### src/rtl/led_pkg.sv
// Shared types and defaults for the HUB75 64x32 LED panel driver.
package led_pkg;

    typedef enum logic [1:0] {SHIFT, BLANK, LATCH, DISPLAY} state_t;

    typedef logic [2:0] colour_t;

    localparam int DEF_PANEL_WIDTH = 64;
    localparam int DEF_SCAN_ROWS   = 16;
    localparam int ROW_W           = 4;

    // Diagonal stripe test pattern; the 3-bit sum wraps naturally.
    function automatic colour_t pattern_colour(input logic [2:0] col_group,
                                               input logic [2:0] row_low,
                                               input logic [2:0] phase);
        return colour_t'(col_group + row_low + phase);
    endfunction

endpackage

### src/rtl/led_pattern_gen.sv
// Combinational test-pattern source: 8-column stripes shifted by row and phase,
// lower half of the panel shows the complement of the upper half.
module led_pattern_gen
    import led_pkg::*;
#(
    parameter int COL_W = 6
) (
    input  logic [COL_W-1:0] col,
    input  logic [2:0]       row,
    input  logic [2:0]       phase,
    output colour_t          top,
    output colour_t          bottom
);

    colour_t c;

    assign c      = pattern_colour(3'(col >> 3), row, phase);
    assign top    = c;
    assign bottom = ~c;

endmodule

### src/rtl/led_top.sv
// HUB75 driver for a 64x32 panel at 1/16 scan: shifts a built-in pattern per row,
// latches it, then holds the row lit while the next row is shifted in.
module led_top
    import led_pkg::*;
#(
    parameter int CLK_DIV     = 4,
    parameter int PANEL_WIDTH = DEF_PANEL_WIDTH,
    parameter int SCAN_ROWS   = DEF_SCAN_ROWS,
    parameter int ON_TICKS    = 64,
    parameter int STEP_FRAMES = 30
) (
    input  logic clk,
    input  logic rst,
    output logic A,
    output logic B,
    output logic C,
    output logic D,
    output logic R0,
    output logic G0,
    output logic B0,
    output logic R1,
    output logic G1,
    output logic B1,
    output logic OE,
    output logic LAT,
    output logic SCLK
);

    localparam int DIV_W   = (CLK_DIV > 1) ? $clog2(CLK_DIV) : 1;
    localparam int COL_W   = $clog2(PANEL_WIDTH);
    localparam int DWELL_W = $clog2(ON_TICKS + 1);
    localparam int FRAME_W = (STEP_FRAMES > 1) ? $clog2(STEP_FRAMES) : 1;

    localparam logic [DIV_W-1:0]   DIV_LAST   = DIV_W'(CLK_DIV - 1);
    localparam logic [COL_W-1:0]   COL_LAST   = COL_W'(PANEL_WIDTH - 1);
    localparam logic [DWELL_W-1:0] DWELL_LAST = DWELL_W'(ON_TICKS - 1);
    localparam logic [FRAME_W-1:0] FRAME_LAST = FRAME_W'(STEP_FRAMES - 1);
    localparam logic [ROW_W-1:0]   ROW_LAST   = ROW_W'(SCAN_ROWS - 1);

    logic [DIV_W-1:0]   div;
    logic               tick;

    state_t             state, state_n;
    logic               hi, hi_n;
    logic [COL_W-1:0]   col, col_n;
    logic [ROW_W-1:0]   row, row_n;
    logic [2:0]         phase, phase_n;
    logic [FRAME_W-1:0] frame, frame_n;
    logic [DWELL_W-1:0] dwell, dwell_n;

    logic [ROW_W-1:0]   addr, addr_n;
    colour_t            top_rgb, top_rgb_n, bot_rgb, bot_rgb_n;
    logic               sclk_q, sclk_n, oe_q, oe_n, lat_q, lat_n;

    colour_t            pat_top, pat_bot;

    led_pattern_gen #(
        .COL_W (COL_W)
    ) u_pattern (
        .col    (col),
        .row    (row[2:0]),
        .phase  (phase),
        .top    (pat_top),
        .bottom (pat_bot)
    );

    assign tick = (div == DIV_LAST);

    always_ff @(posedge clk or negedge rst) begin
        if (!rst) begin
            div <= '0;
        end else if (tick) begin
            div <= '0;
        end else begin
            div <= div + 1'b1;
        end
    end

    // Every state and output register moves together; the next-state block
    // holds them unchanged between ticks.
    always_ff @(posedge clk or negedge rst) begin
        if (!rst) begin
            state   <= SHIFT;
            hi      <= 1'b0;
            col     <= '0;
            row     <= '0;
            phase   <= '0;
            frame   <= '0;
            dwell   <= '0;
            addr    <= '0;
            top_rgb <= '0;
            bot_rgb <= '0;
            sclk_q  <= 1'b0;
            oe_q    <= 1'b0;
            lat_q   <= 1'b0;
        end else begin
            state   <= state_n;
            hi      <= hi_n;
            col     <= col_n;
            row     <= row_n;
            phase   <= phase_n;
            frame   <= frame_n;
            dwell   <= dwell_n;
            addr    <= addr_n;
            top_rgb <= top_rgb_n;
            bot_rgb <= bot_rgb_n;
            sclk_q  <= sclk_n;
            oe_q    <= oe_n;
            lat_q   <= lat_n;
        end
    end

    always_comb begin
        state_n   = state;
        hi_n      = hi;
        col_n     = col;
        row_n     = row;
        phase_n   = phase;
        frame_n   = frame;
        dwell_n   = dwell;
        addr_n    = addr;
        top_rgb_n = top_rgb;
        bot_rgb_n = bot_rgb;
        sclk_n    = sclk_q;
        oe_n      = oe_q;
        lat_n     = lat_q;

        if (tick) begin
            unique case (state)
                SHIFT: begin
                    // Low half-bit presents data, high half-bit clocks it in.
                    if (!hi) begin
                        sclk_n    = 1'b0;
                        top_rgb_n = pat_top;
                        bot_rgb_n = pat_bot;
                        hi_n      = 1'b1;
                    end else begin
                        sclk_n = 1'b1;
                        hi_n   = 1'b0;
                        if (col == COL_LAST) begin
                            col_n   = '0;
                            state_n = BLANK;
                        end else begin
                            col_n = col + 1'b1;
                        end
                    end
                end
                BLANK: begin
                    sclk_n    = 1'b0;
                    oe_n      = 1'b1;
                    top_rgb_n = '0;
                    bot_rgb_n = '0;
                    state_n   = LATCH;
                end
                LATCH: begin
                    lat_n   = 1'b1;
                    oe_n    = 1'b1;
                    dwell_n = '0;
                    state_n = DISPLAY;
                end
                DISPLAY: begin
                    lat_n = 1'b0;
                    oe_n  = 1'b0;
                    if (dwell == '0) begin
                        addr_n = row;
                    end
                    if (dwell == DWELL_LAST) begin
                        dwell_n = '0;
                        state_n = SHIFT;
                        row_n   = row + 1'b1;
                        if (row == ROW_LAST) begin
                            if (frame == FRAME_LAST) begin
                                frame_n = '0;
                                phase_n = phase + 3'd1;
                            end else begin
                                frame_n = frame + 1'b1;
                            end
                        end
                    end else begin
                        dwell_n = dwell + 1'b1;
                    end
                end
            endcase
        end
    end

    assign {D, C, B, A}    = addr;
    assign {R0, G0, B0}    = top_rgb;
    assign {R1, G1, B1}    = bot_rgb;
    assign OE              = oe_q;
    assign LAT             = lat_q;
    assign SCLK            = sclk_q;

endmodule

### config.mk
export PLATFORM = sky130hd
export DESIGN_NAME = led_top
export DESIGN_NICKNAME = d
export VERILOG_FILES = /design/src/rtl/led_pkg.sv /design/src/rtl/led_pattern_gen.sv /design/src/rtl/led_top.sv
export SDC_FILE = /design/constraint.sdc
export NUM_CORES = 1
export LEC_CHECK = 0
export CAP_MARGIN = 20
export CORE_MARGIN = 5
export CORE_UTILIZATION = 40
export CTS_BUF_LIST = sky130_fd_sc_hd__clkbuf_4
export CTS_CLUSTER_DIAMETER = 100
export DETAILED_ROUTE_END_ITERATION = 10
export GPL_TIMING_DRIVEN = 0
export SLEW_MARGIN = 20
export SYNTH_ARGS = -nofsm -noshare
export SYNTH_HDL_FRONTEND = slang
export SYNTH_SLANG_ARGS = --single-unit
### constraint.sdc
create_clock -name clk -period 1.7 [get_ports clk]
set_input_delay 0.17 -clock clk [delete_from_list [all_inputs] [get_ports clk]]
set_output_delay 0.17 -clock clk [all_outputs]
set_load 0.01 [all_outputs]
# Word level (Yosys, flattened, before mapping)
# Index checks and enable logic that the tools add are counted.
# classes
n_addsub	8
n_eq_ne	12
n_mux	18
n_bitwise	1
n_reduce_logical	17
# ops
operator	count
case mux 7 bit (2 select lines)	1
case mux 3 bit (2 select lines)	2
AND reduction 3 bit	4
2-to-1 mux 2 bit	4
inequality test 2 bit, second input constant	4
case mux 2 bit (4 select lines)	1
AND reduction 2 bit	4
AND reduction 4 bit	2
adder 7 x 1 -> 7 bit, second input constant	1
equality test 7 x 6 -> 1 bit, second input constant	1
logical NOT 7 bit	1
2-to-1 mux 7 bit	1
adder 3 bit	2
adder 6 x 1 -> 6 bit, second input constant	1
equality test 2 bit, second input constant	3
equality test 6 bit, second input constant	1
2-to-1 mux 3 bit	2
2-to-1 mux 6 bit	1
case mux 1 bit (2 select lines)	3
nonzero test 2 bit	3
adder 5 x 1 -> 5 bit, second input constant	1
equality test 5 bit, second input constant	1
2-to-1 mux 5 bit	1
AND reduction 5 bit	1
other kinds (9)	10
# totals
ff_bits	43

# Logic depth before layout (Yosys ltp)
# Gate-level depths: netlist of run 1.
# logic_depth
depth_word	5
depth_mapped	7
ltp_nobuf	7

# By module
# A second synthesis of run 1 with hierarchy kept.
# hier_totals
hier_cells	212
hier_area_um2	2213.4
# modules_own_cells
module	n_inst	cells_per_inst	area_per_inst_um2
led_top	1	199	2087.0
led_pattern_gen	1	13	126.4

# Worst setup path before layout of run 1
# Ideal clock, no wire load.
# synth_path
path_type	reg2reg
from	reg col[4]
to	reg top_rgb[2]
setup_time_ps	121
arrival_time_ps	1635
required_ps	1579
slack_ps	-56
path_stages_with_launch	8
path_buffers	0
period_less_slack_ps	1756
path_cell_list	dfrtp_1 -> inv_1 -> fa_1 -> inv_1 -> ha_1 -> xor2_1 -> xnor2_1 -> a22o_1
# synth_via
elab_chain_cells	4
# synth_rtl
item	line	text
start, declared	led_top.sv:45	logic [COL_W-1:0] col, col_n;
start signal, assigned	led_top.sv:99	col <= col_n;
adder 3 bit (2 in a row)	led_pkg.sv:16	return colour_t'(col_group + row_low + phase);
2-to-1 mux 3 bit	led_top.sv:132	if (!hi) begin
case mux 3 bit (2 select lines)	led_top.sv:129	unique case (state)
end signal, assigned	led_top.sv:105	top_rgb <= top_rgb_n;
end, declared	led_top.sv:52	colour_t top_rgb, top_rgb_n, bot_rgb, bot_rgb_n;
# Every way passes these cells. The select of a mux whose other input is x is not followed.
# A chain may end at the register's enable or synchronous reset.

# Worst setup path in the final report of run 1
# layout_path
from	reg phase[1]
to	reg top_rgb[2]
# layout_via
elab_chain_cells	3
# layout_rtl
item	line	text
start, declared	led_top.sv:47	logic [2:0] phase, phase_n;
start signal, assigned	led_top.sv:101	phase <= phase_n;
adder 3 bit	led_pkg.sv:16	
2-to-1 mux 3 bit	led_top.sv:132	
case mux 3 bit (2 select lines)	led_top.sv:129	
# Every way passes these cells. The select of a mux whose other input is x is not followed.

==> results of run 1 <==
[through the flow]
stage,cells,TNS [ps],total power [uW],utilization
floorplan,200,0,1040,-
global placement,284,-32830,1070,0.460
detailed placement,285,-1970,1070,0.463
CTS,301,-90.8,1890,0.497
global route,307,-231,1940,0.524
finish,307,-12.1,1870,0.524
[worst max-delay path, stage by stage, from the launching register on]
cell and delay, ps:
dfrtp_1 380, inv_2 40, fa_1 520, inv_1 50
ha_2 170, xor2_2 140, xnor2_1 130, a22o_1 180
[how the worst min path moves through the flow]
stage | from | end | slack (ps) | cells past startpoint
finish | rst | SCLK | 250 | 2
global route | rst | SCLK | 290 | 2
global placement | div[0] | div[0] | 420 | 1
detailed placement | rst | OE | 130 | 1
floorplan | rst | LAT | -130 | 0
CTS | rst | SCLK | 250 | 2
[power breakdown]
group          internal, uW  leakage [uW]  total [uW]  switching [uW]
sequential             1020      0.000564        1020               0
clock                   475     0.0000559         820             345
combinational          6.90      0.000609        27.1            20.2
[flip-flops by register name, summed over array words and instances, names as in the netlist]
name and cells:
LAT 1, OE 1, SCLK 1, addr 4
bot_rgb 3, col 6, div 2, dwell 7
frame 5, hi 1, phase 3, row 4
state 2, top_rgb 3
[layer usage]
| metal | up-vias | track usage | share of wire | wire [microns] |
|---|---|---|---|---|
| met5 | - | 0 | 0 | 0 |
| met4 | 0 | 0.0446 | 0.012 | 48 |
| met3 | 5 | 0.0317 | 0.038 | 148 |
| met2 | 19 | 0.191 | 0.46 | 1820 |
| met1 | 726 | 0.156 | 0.49 | 1920 |
| li1 | 758 | - | - | - |
[cells in the final DEF, fill, tap and decap left out, types with 5 or more instances in the layout]
cell type        instances
inv_1                   13
a22o_1                   5
o21ai_0                 13
ha_1                     8
buf_4                   14
clkdlybuf4s50_1         13
nand2_1                 20
clkbuf_4                 6
dfrtp_1                 42
nand3_1                  5
nor2_1                  13
xnor2_1                 13
[cell families (layout without fill, tap and decap cells)]
| kind of cell | count (synthesis) | count (layout) | share of synthesized area |
|---|---|---|---|
| flip-flops | 43 | 43 | 0.505 |
| multiplexers | 5 | 5 | 0.0276 |
| adder cells (fa/ha/maj) | 15 | 15 | 0.0951 |
| AO/OA/AOI/OAI | 36 | 36 | 0.109 |
| buffers and inverters | 18 | 55 | 0.0340 |
| XOR/XNOR | 16 | 16 | 0.0657 |
| AND/OR/NAND/NOR | 67 | 67 | 0.164 |
[cell type report]
type	count	area, sq um	share of cell area
Timing Repair Buffer	30	270	0.100
Sequential cell	43	1080	0.400
Tap cell	70	87.6	0.0325
Inverter	15	56.3	0.0209
Multi-Input combinational cell	139	1080	0.401
Clock buffer	6	45.0	0.0167
Buffer	2	16.3	0.00604
Clock inverter	2	60.1	0.0223
[repair_timing]
item | CTS | global route
buffers inserted | 8 | 6
gates resized for setup | 5 | 22
hold buffers | 1 | 0
endpoints found under the hold margin | 16 | 0
setup endpoints to repair | 23 | 31
pin swaps | 3 | 4
==> impl_metrics.yaml, run 1 <==
outcome:
  status: "complete, but fails checks"
  violations: "setup timing"
yosys:
  synth.cell_area_sq_mm: 0.00213
  synth_common_cells: "dfrtp_1 (43), nand2_1 (21), o21ai_0 (16)"
  synthTopCellsByArea: "dfrtp_1 (50%), ha_1 (7.6%), xnor2_1 (5.3%), o21ai_0 (3.8%), nand2_1 (3.7%)"
  ys_warn_count: 0
  synth_most_common_cell: "dfrtp_1"
  ys_async_sr_fraction: 1.00
  synth_edf_count: 0
  postSynthCellCount: 200
  ys_seq_area_frac: 0.505
  ys_ff_latch: 43
  yosys.area.top_type: "dfrtp_1"
  synth_top_area_frac: 0.505
  synth_top_flop_cell: "dfrtp_1"
  syn_area_per_cell_sq_um: 10.7
  synth_nets: 217
  ys_types: 38
routing:
  via_count: 1508
  totalWireLength_microns: 3930
  drtIter0Drc: 34
  route.detailed.drc: 0
  ant_nets: 0
  wl_per_cell_microns: 12.8
  routed_via_density: 4.91
  dr.pass1.iters: 4
sta:
  finalMaxSlewViolations: 0
  max_slew.worst_pin.slew_ps: 485
  period_minus_slack_ps: 1710
  hold_slack_ps: 250
  max_freq_mhz: 584
  fin_skew_ps: 16.5
  rsz0062_at_grt: "yes"
  fin_ws_ps: -12.1
  post-route-period-util: 1.01
  hold_viol: 0
  setup_viol: 1
  relSlewSlack: 0.675
setup_path:
  worstPathMaxFanout: 2
  worst-setup-path-type: "register to register"
  critPathCaptureType: "register"
  critPathLaunch: "phase[1]"
  cp-endpoint: "top_rgb[2]"
  r2r_setup_slack_ps: -10
  cp.required_ps: 1970
  rr_startpoint: "phase[1]"
  cp.arrival_ps: 1980
  r2r_cells: 7
  start_kind: "register"
  r2r_end: "top_rgb[2]"
place:
  hpwl_microns: 2860
  gp_congestion: 0.754
  placedInstanceArea_sq_mm: 0.00238
  io_buffers: 14
  dpl_worst_slack_ps: -239
cts:
  clockRootBuffer: "clkbuf_4"
  cts_tree: "done"
  numCtsBuffers: 5
  clock_latency_ps: 360
  cts_sinks: 43
  ctsLongestPathBuffers: 2
  path_clk_slew_ps: 140
  cts_htree_levels: 2
final_layout:
  syn2layout_area_growth_pct: 26.3
  fin_nets: 253
  fin_area_sq_mm: 0.00269
  diodes: 0
  drive_gt1_frac: 0.224
  nFillCells: 503
floorplan:
  num_rows: 26
  fp.dieArea_sq_mm: 0.00689
  num_io_pins: 15
  die_w_microns: 83.0
  die_y_microns: 83.0
  start_util: 0.415
  core_area_sq_mm: 0.00514
grt:
  grt_start_max_net_pins: 28
  grt.total_usage: 0.120
  antenna_found_initial: 0
  grt_pass1_wl_microns: 6880
  gr-total-overflow: 0
  first_global_vias: 1551
power_and_ir_drop:
  power.density_mw_per_mm2: 694
  ir_worst_vdd_uv: 609
  p_leak_uw: 0.00123
run:
  drv_cap: 0
worst_hold_path:
  hold_class: "input port to asynchronous set/reset pin"
Note: power is estimated with default switching activity, not from simulation.
==> run 2, diff against run 1 <==
==> constraint.sdc (replaced) <==
create_clock -name clk -period 2.05 [get_ports clk]
set_input_delay 0.205 -clock clk [delete_from_list [all_inputs] [get_ports clk]]
set_output_delay 0.205 -clock clk [all_outputs]
set_load 0.01 [all_outputs]
==> impl_metrics.yaml, run 2 (synthesized netlist as in run 1, its figures left out) <==
routing:
  wl_per_cell_microns: 12.3
  routed_via_density: 4.98
  via_count: 1464
  wl_met2_microns: 1630
  met1_length_microns: 1770
  wl_met3_microns: 151
  totalWireLength_microns: 3610
  route.detailed.drc: 0
  dr.max_layer_used: "met4"
  dr.pass1.iters: 4
  drtIter0Drc: 79
  ant_nets: 0
grt:
  first_global_vias: 1450
  grt_start_max_net_pins: 33
  grt.total_usage: 0.116
  gr-total-overflow: 0
  grt_pass1_wl_microns: 6670
  antenna_found_initial: 0
place:
  io_buffers: 14
  gp_congestion: 0.785
  dpl_worst_slack_ps: 99.7
  hpwl_microns: 2760
  placed_cells: 285
sta:
  fin_ws_ps: 167
  fin_skew_ps: 9.29
  max_slew.worst_pin.slew_ps: 533
  finalMaxSlewViolations: 0
  period_minus_slack_ps: 1880
  max_freq_mhz: 531
  relSlewSlack: 0.641
  setup_viol: 0
  rsz0062_at_grt: "no"
  post-route-period-util: 0.918
  hold_viol: 0
power_and_ir_drop:
  p_switching_uw: 288
  p_int_uw: 1000
  power.density_mw_per_mm2: 527
  clkPwrFrac: 0.324
  ir_worst_vdd_uv: 333
  netSwitchingFraction: 0.224
  combPwrFrac: 0.017
  seqPwrFrac: 0.659
  p_leak_uw: 0.00113
final_layout:
  mostFrequentLayoutCell: "dfrtp_1"
  multi_input_area_sq_um: 986
  fin_nets: 240
  drive_gt1_frac: 0.0893
  mostFrequentLayoutCells: "dfrtp_1 (43), nand2_1 (21), o21ai_0 (16)"
  syn2layout_area_growth_pct: 14.7
  largest_register_ffs: 7
  diodes: 0
  layoutNonFillerInstCount: 294
  nFillCells: 525
  regMostFlops: "dwell"
  seqCellArea_sq_mm: 0.00108
  reg_top3: "dwell x7, col x6, frame x5"
setup_path:
  critPathCaptureType: "register"
  crit_slowest_cell: "dfrtp_1"
  crit_chain: "ha_1 > and2_1 > buf_4 > nor3b_4 > nand2_2 > mux2_4"
  worst-setup-path-type: "register to register"
  cp.required_ps: 2300
  start_kind: "register"
  worstPathMaxFanout: 8
  cp.arrival_ps: 2130
  critical_path.max_stage_delay_ps: 420
cts:
  numCtsBuffers: 5
  ctsLongestPathBuffers: 2
  path_clk_slew_ps: 130
  postCtsSetupRepairBufs: 0
  clock_latency_ps: 350
  cts_tree: "done"
  cts_sinks: 43
  clockRootBuffer: "clkbuf_4"
  cts_htree_levels: 2
floorplan:
  fp.dieArea_sq_mm: 0.00689
  num_rows: 26
  die_w_microns: 83.0
  core_area_sq_mm: 0.00514
  start_util: 0.415
  num_io_pins: 15
  die_y_microns: 83.0
worst_hold_path:
  hold_class: "input port to asynchronous set/reset pin"
run:
  drv_cap: 0
outcome:
  status: "finished, final reports clean"
run 2: cell count changes in the layout (fill, tap and decap cells not counted), sizes merged:
| cell | change |
|---|---|
| clkinv | +1 |
| clkinvlp | +1 |
| bufinv | -2 |
| clkbuf | +1 |
| buf | -14 |
run 2: worst max-delay path: cells and delay by family, from the launching register on:
kind / cells / cell delay (ps)
buffers and inverters: 1 / 130
adder cells (fa/ha/maj): 1 / 290
AND/OR/NAND/NOR: 3 / 640
multiplexers: 1 / 310
flip-flops: 1 / 420
run 2: metrics by stage:
stage | total power (uW) | hold WS (ps) | area [sq um] | utilization | setup TNS, ps
floorplan | 865 | -90.6 | 2130 | - | 0
global placement | 884 | 418 | 2360 | 0.459 | -16930
detailed placement | 887 | 112 | 2370 | 0.462 | 0
CTS | 1320 | 250 | 2440 | 0.475 | 0
global route | 1360 | 274 | 2440 | 0.476 | 0
finish | 1290 | 265 | 2440 | 0.476 | 0
run 2: per-layer routing:
metal,vias to the layer above,track usage
li1,736,-
met1,703,0.155
met2,20,0.181
met3,5,0.0297
met4,0,0.0446
met5,-,0
run 2: layout make-up:
class                   count  share of cell area
plain buffers               3             0.00665
clock buffers               6              0.0184
clock inverters             2             0.00512
inverters                  15              0.0230
multi-input cells         139               0.403
flip-flops and latches     43               0.440
well taps                  70              0.0358
repair buffers             16              0.0676
run 2: power groups by stage:
stage | Combinational [uW] | Sequential, uW | Clock [uW]
floorplan | 0.000469 | 865 | 0
global placement | 19.1 | 864 | 0
detailed placement | 23.0 | 864 | 0
CTS | 24.3 | 848 | 445
global route | 27.0 | 848 | 481
finish | 22.5 | 848 | 417
run 2: what timing repair did:
item,CTS,global route
endpoints found under the setup margin,0,3
endpoints found under the hold margin,11,0
hold buffers,1,0
resized for setup,0,1
run 2: final timing paths:
path	start	endpoint	slack, ps	cells after the start
min	rst	OE	260	2
max	state[1]	phase[1]	170	6
max in group asynchronous	rst	dwell[1]	1330	3
max reg2reg	state[1]	phase[1]	170	6
min reg2reg	div[0]	div[0]	440	1
min in group clk	div[0]	div[0]	440	1
